--- config.mk ---
export PLATFORM = sky130hd
export DESIGN_NAME = for_ent_inverse_flat
export DESIGN_NICKNAME = d
export VERILOG_FILES = /design/src/rtl/for_ent_inverse_if.sv /design/src/rtl/for_ent_inverse.sv /design/src/flat_wrapper.sv
export SDC_FILE = /design/constraint.sdc
export NUM_CORES = 1
export LEC_CHECK = 0
export CAP_MARGIN = 20
export CORE_ASPECT_RATIO = 1.2
export CORE_MARGIN = 4
export CORE_UTILIZATION = 35
export CTS_CLUSTER_DIAMETER = 60
export DETAILED_ROUTE_END_ITERATION = 8
export GPL_TIMING_DRIVEN = 0
export PLACE_DENSITY_LB_ADDON = 0.25
export SYNTH_ARGS = -nofsm -noshare
export SYNTH_HDL_FRONTEND = slang
export SYNTH_SLANG_ARGS = --single-unit
--- constraint.sdc ---
create_clock -name CLK -period 3.1 [get_ports CLK]
set_clock_uncertainty 0.1 [all_clocks]
set_input_delay 0.465 -clock CLK [delete_from_list [all_inputs] [get_ports CLK]]
set_output_delay 0.465 -clock CLK [all_outputs]
set_load 0.05 [all_outputs]
--- src/rtl/for_ent_inverse_if.sv ---
// ---------------------------------------------------------------------------
// for_ent_inverse_if
//   Handshake bundle between a producer of the ForEnt relation
//   XOUT = ((COUNT+1)*A - B) mod 2^W and the inverse solver that recovers A.
//
//   Input side  : IN_VALID / IN_READY qualify the XOUT / B pair.
//   Output side : OUT_VALID / OUT_READY qualify the recovered operand A.
//
//   Modports
//     master : the environment (drives XOUT, B, IN_VALID, OUT_READY)
//     slave  : the solver      (drives IN_READY, OUT_VALID, A)
// ---------------------------------------------------------------------------
interface for_ent_inverse_if #(
  parameter int W = 8
);
  logic         IN_VALID;
  logic         IN_READY;
  logic [W-1:0] XOUT;
  logic [W-1:0] B;
  logic         OUT_VALID;
  logic         OUT_READY;
  logic [W-1:0] A;

  modport master (
    output IN_VALID, XOUT, B, OUT_READY,
    input  IN_READY, OUT_VALID, A
  );

  modport slave (
    input  IN_VALID, XOUT, B, OUT_READY,
    output IN_READY, OUT_VALID, A
  );
endinterface

--- src/rtl/for_ent_inverse.sv ---
// ---------------------------------------------------------------------------
// for_ent_inverse
//   Recovers A from XOUT = (K*A - B) mod 2^W with K = (COUNT+1) mod 2^W odd.
//   With S = XOUT + B, A is the unique solution of K*A = S (mod 2^W).
//   The solver resolves one bit of A per clock, LSB first, without a
//   multiplier or inverse table: W cycles from acceptance to OUT_VALID.
//
//   Ports
//     CLK : clock, all state changes on the rising edge
//     RST : synchronous active-high reset
//     bus : for_ent_inverse_if.slave
//           IN_VALID/IN_READY/XOUT/B   input transaction
//           OUT_VALID/OUT_READY/A      recovered operand
// ---------------------------------------------------------------------------
module for_ent_inverse #(
  parameter int W     = 8,
  parameter int COUNT = 4
) (
  input  logic              CLK,
  input  logic              RST,
  for_ent_inverse_if.slave  bus
);

  localparam int           IDX_W    = $clog2(W) + 1;
  localparam logic [W-1:0] K        = W'(COUNT + 1);
  localparam logic [W-1:0] ONE      = W'(1);
  localparam logic [IDX_W-1:0] LAST_IDX = IDX_W'(W - 1);

  // An even multiplier has no inverse modulo 2^W, so A would not be unique.
  if (K[0] == 1'b0) begin : g_even_k
    $fatal(1, "for_ent_inverse: K = COUNT+1 must be odd");
  end

  typedef enum logic [1:0] {
    IDLE  = 2'd0,
    SOLVE = 2'd1,
    DONE  = 2'd2
  } state_e;

  state_e           state_q, state_d;
  logic [W-1:0]     s_q,     s_d;     // target product XOUT + B
  logic [W-1:0]     acc_q,   acc_d;   // running K * A for the bits resolved so far
  logic [W-1:0]     a_q,     a_d;     // recovered operand
  logic [IDX_W-1:0] idx_q,   idx_d;   // bit currently being resolved

  logic [W-1:0]     diff;
  logic [W-1:0]     diff_shr;

  // NOTE: every signal written here gets a default first so no path leaves
  // it unassigned; otherwise synthesis infers a latch.
  always_comb begin
    state_d  = state_q;
    s_d      = s_q;
    acc_d    = acc_q;
    a_d      = a_q;
    idx_d    = idx_q;
    // Bits below idx of S - acc are already zero; bit idx decides A[idx].
    diff     = s_q - acc_q;
    diff_shr = diff >> idx_q;

    unique case (state_q)
      IDLE: begin
        if (bus.IN_VALID) begin
          s_d     = bus.XOUT + bus.B;
          acc_d   = '0;
          a_d     = '0;
          idx_d   = '0;
          state_d = SOLVE;
        end
      end

      SOLVE: begin
        // K is odd, so K<<idx flips bit idx of acc and leaves lower bits alone.
        if (diff_shr[0]) begin
          a_d   = a_q | (ONE << idx_q);
          acc_d = acc_q + (K << idx_q);
        end
        idx_d = idx_q + IDX_W'(1);
        if (idx_q == LAST_IDX) begin
          state_d = DONE;
        end
      end

      DONE: begin
        if (bus.OUT_READY) begin
          state_d = IDLE;
        end
      end

      default: state_d = IDLE;
    endcase
  end

  // NOTE: state registers use non-blocking assignments so every flop samples
  // the pre-edge values regardless of statement order.
  always_ff @(posedge CLK) begin
    if (RST) begin
      state_q <= IDLE;
      s_q     <= '0;
      acc_q   <= '0;
      a_q     <= '0;
      idx_q   <= '0;
    end else begin
      state_q <= state_d;
      s_q     <= s_d;
      acc_q   <= acc_d;
      a_q     <= a_d;
      idx_q   <= idx_d;
    end
  end

  // Handshake outputs decode registered state only.
  assign bus.IN_READY  = (state_q == IDLE);
  assign bus.OUT_VALID = (state_q == DONE);
  assign bus.A         = a_q;

endmodule
--- src/flat_wrapper.sv ---
// flat-port wrapper written by rule: the top's interface ports become plain ports
module for_ent_inverse_flat 
#(
  parameter int W     = 8,
  parameter int COUNT = 4
)
  (CLK, RST, bus_IN_VALID, bus_XOUT, bus_B, bus_OUT_READY, bus_IN_READY, bus_OUT_VALID, bus_A);
  for_ent_inverse_if #(.W(W)) bus_i ();
  input  logic CLK;
  input  logic RST;
  input wire logic [$bits(bus_i.IN_VALID)-1:0] bus_IN_VALID;
  input wire logic [$bits(bus_i.XOUT)-1:0] bus_XOUT;
  input wire logic [$bits(bus_i.B)-1:0] bus_B;
  input wire logic [$bits(bus_i.OUT_READY)-1:0] bus_OUT_READY;
  output wire logic [$bits(bus_i.IN_READY)-1:0] bus_IN_READY;
  output wire logic [$bits(bus_i.OUT_VALID)-1:0] bus_OUT_VALID;
  output wire logic [$bits(bus_i.A)-1:0] bus_A;
  assign bus_i.IN_VALID = bus_IN_VALID;
  assign bus_i.XOUT = bus_XOUT;
  assign bus_i.B = bus_B;
  assign bus_i.OUT_READY = bus_OUT_READY;
  assign bus_IN_READY = bus_i.IN_READY;
  assign bus_OUT_VALID = bus_i.OUT_VALID;
  assign bus_A = bus_i.A;
  for_ent_inverse #(.W(W), .COUNT(COUNT)) u_core (.CLK(CLK), .RST(RST), .bus(bus_i));
endmodule
==> impl_metrics.toml, run 1 <==
[floorplanning]
dieArea_um2 = 7980
fp.dieW_um = 82.2
start_util_pct = 35.9
rows = 32
die_h_um = 97.1
num_io_pins = 30
coreArea_um2 = 6450

[pwr]
power-per-cell-area_nw_per_um2 = 380
peakVddDrop_v = 0.000204
pwr-share-comb_pct = 29.0
p_clk_share_pct = 31.9
internal_power_uw = 720
p_sw_uw = 344
p_leak_nw = 1.13
seqPwrFrac_pct = 39.1
power.total_mw = 1.06
p_sw_share_pct = 32.3

[worst_setup_path]
crit_chain = "buf_6, inv_1, ha_1, and2_1, ha_1, fa_1, a21o_1, a21oi_2, o21bai_1, a21oi_1, xnor2_1, nand2b_1, o21ai_1"
endpoint = "u_core.acc_q[6]"
worst_path_max_delay_cell = "fa_1"
cp.arrival_ps = 3000
crit_buf_inv = 2
r2r-start = "u_core.idx_q[0]"
start_kind = "flip-flop"
crit_path_max_incr_delay_ps = 430
criticalPathCategory = "reg2reg"
crit_path_frequent_cell = "ha_1"
r2r_setup_slack_ps = 230
end_kind = "flip-flop"
reg2reg_to = "u_core.acc_q[6]"
path_depth = 13
crit_fanout = 8
worstPathRequired_ps = 3230
cp_top_family = "adder cells"
crit_path_start = "u_core.idx_q[0]"
worst_r2r_path_depth = 13

[finish]
diodes = 0
fin_nets = 368
area_growth_pct = 21.0
final_util_pct = 43.4
nFillCells = 656
drive_gt1_share_pct = 7.23

[logic_synthesis]
yosys.area_share.simple_pct = 22.2
synth_cells = 282
synth_top_area_cell = "dfxtp_1"
syn_avg_cell_area_um2 = 8.20
synth_ff_type = "dfxtp_1"
yosysMostFrequentCell = "nor2_1"
synth_common_cells = "nor2_1, dfxtp_1, ha_1"
synth_edf_count = 0
synth_top_family_by_area = "simple AND/OR/NAND/NOR gates"
synthArstFlopShare_pct = 0
syn_nets = 333
yosysUniqueCellTypes = 53
synth_compound_area_share_pct = 19.5
ys_seq_area_share_pct = 26.0
synthTopCellsByArea = "dfxtp_1, ha_1, nor2_1"
synth_mux_area_share_pct = 3.03
yosysWarnings = 0
netlist_area_um2 = 2310
synth-xor-area-share_pct = 5.68
synth_adder_area_share_pct = 17.7
synth_seq_cells = 30
netlist.area_leader.share_pct = 26.0

[sta]
slew_headroom_pct = 64.1
min_period_ps = 2870
setup_violations = 0
drv_slew = 0
worst_slew_pin_slew_ps = 536
finalSetupTns_ps = 0
fmax_mhz = 348
hold_viol_final = 0
fin_crit_sh_pct = 92.7

[global_route]
grt_usage_pct = 14.1
antenna_found_initial = 0
overflow = 0
grt_max_degree = 11
grt_pass1_wl_um = 8680
grt_pass1_vias = 1928

[clock_tree]
cts_root_buf = "clkbuf_8"
clk_latency_ps = 290
cts_setup_buffers = 0
cts_buffers = 5
clockBufferDepth = 2
htreeDepth = 2
clk_pin_slew_ps = 70
cts_sinks = 30
tritoncts = "yes"

[worst_hold_path]
hold_path.class = "reg2reg"

[place]
dp_hpwl_um = 4220
place_congestion = 0.821
portBuffers = 28

[route]
firstDrtPassIters = 4
drt_iter0_drc = 74
drt-wirelength-per-cell_um = 13.0
finalWirelength_um = 5240
antenna_left = 0
viasPerCell = 5.04
drc = 0
vias = 2030

[run_status]
run_status = "finished, final reports clean"

[run]
max-cap-violations = 0
## cell families (layout without fill, tap and decap cells)
logic type      count (synthesis)  count (layout)
buf+inv                        30              66
flops                          30              30
compound gates                 66              66
mux                             7               7
xor+xnor                       15              15
fa+ha+maj                      31              31
simple gates                  103             103
## routing by layer
metal,GRT usage (%),share of wire (%),up-vias
met5,0,0,-
met4,6.52,3.0,0
met2,23.6,49,49
met1,16.6,44,911
li1,-,-,1058
met3,3.34,3.6,12
## stage by stage
stage	std cells	hold WS [ps]	area (µm²)	setup slack [ps]
floorplan	282	336	2310	492
global placement	395	337	2700	213
detailed placement	395	341	2700	213
CTS	403	351	2800	182
global route	403	373	2800	-14.5
finish	403	346	2800	228
## power by group through the flow
stage               combinational, mW  sequential [mW]  clock, mW
floorplan                       0.227            0.425          0
global placement                0.303            0.424          0
detailed placement              0.308            0.425          0
CTS                             0.310            0.416      0.348
global route                    0.343            0.419      0.364
finish                          0.308            0.416      0.340
## layout by cell type (no fill, tap or decap), types with 4 or more instances in the layout
master	count
nand3_1	9
nand3b_1	4
nor2_1	31
inv_1	19
dfxtp_1	30
nor3_1	8
mux2i_1	7
xor2_1	4
o21ai_0	14
nand2_1	23
ha_1	28
clkdlybuf4s50_1	28
a21o_1	6
a21oi_1	19
clkbuf_1	7
nand2b_1	6
xnor2_1	11
clkbuf_8	6
nor2b_1	5
## registers in the layout, summed over array words and instances, names as in the netlist
register,flops
u_core.acc_q,8
u_core.bus.A,8
u_core.idx_q,4
u_core.s_q,8
u_core.state_q,2
## worst min path at each step
stage	from	to	cells past startpoint
floorplan	u_core.s_q[3]	u_core.s_q[3]	2
global placement	u_core.bus.A[6]	u_core.bus.A[6]	2
detailed placement	u_core.bus.A[3]	u_core.bus.A[3]	2
CTS	u_core.bus.A[3]	u_core.bus.A[3]	2
global route	u_core.bus.A[5]	u_core.bus.A[5]	2
finish	u_core.bus.A[5]	u_core.bus.A[5]	2
## area by class of cell
class | count | area [µm²] | share of cell area, %
clock inverters | 2 | 12.5 | 0.447
repair buffers | 28 | 280 | 10.0
flip-flops and latches | 30 | 601 | 21.5
inverters | 19 | 71.3 | 2.55
plain buffers | 11 | 65.1 | 2.32
clock buffers | 6 | 82.6 | 2.95
well taps | 85 | 106 | 3.80
multi-input cells | 222 | 1580 | 56.5
## worst register-to-register path: cells and delay by family (launching register included)
family                   cells  cell delay [ps]
AO/OA/AOI/OAI                5              740
XOR/XNOR                     1              140
adder cells (fa/ha/maj)      3              930
buffers and inverters        2              280
flip-flops                   1              390
AND/OR/NAND/NOR              2              250
## timing repair
| action | CTS | global route |
|---|---|---|
| hold buffers | 0 | 0 |
| setup endpoints to repair | 0 | 1 |
| resized for setup | 0 | 1 |
Note: power is estimated with default switching activity, not from simulation.
==> run 2, diff against run 1 <==
CAP_MARGIN = 10   (was 20)
HOLD_SLACK_MARGIN = 0.05   (was default)
==> results of run 2 <==
Final layout, timing and power as in run 1 (identical DEF).
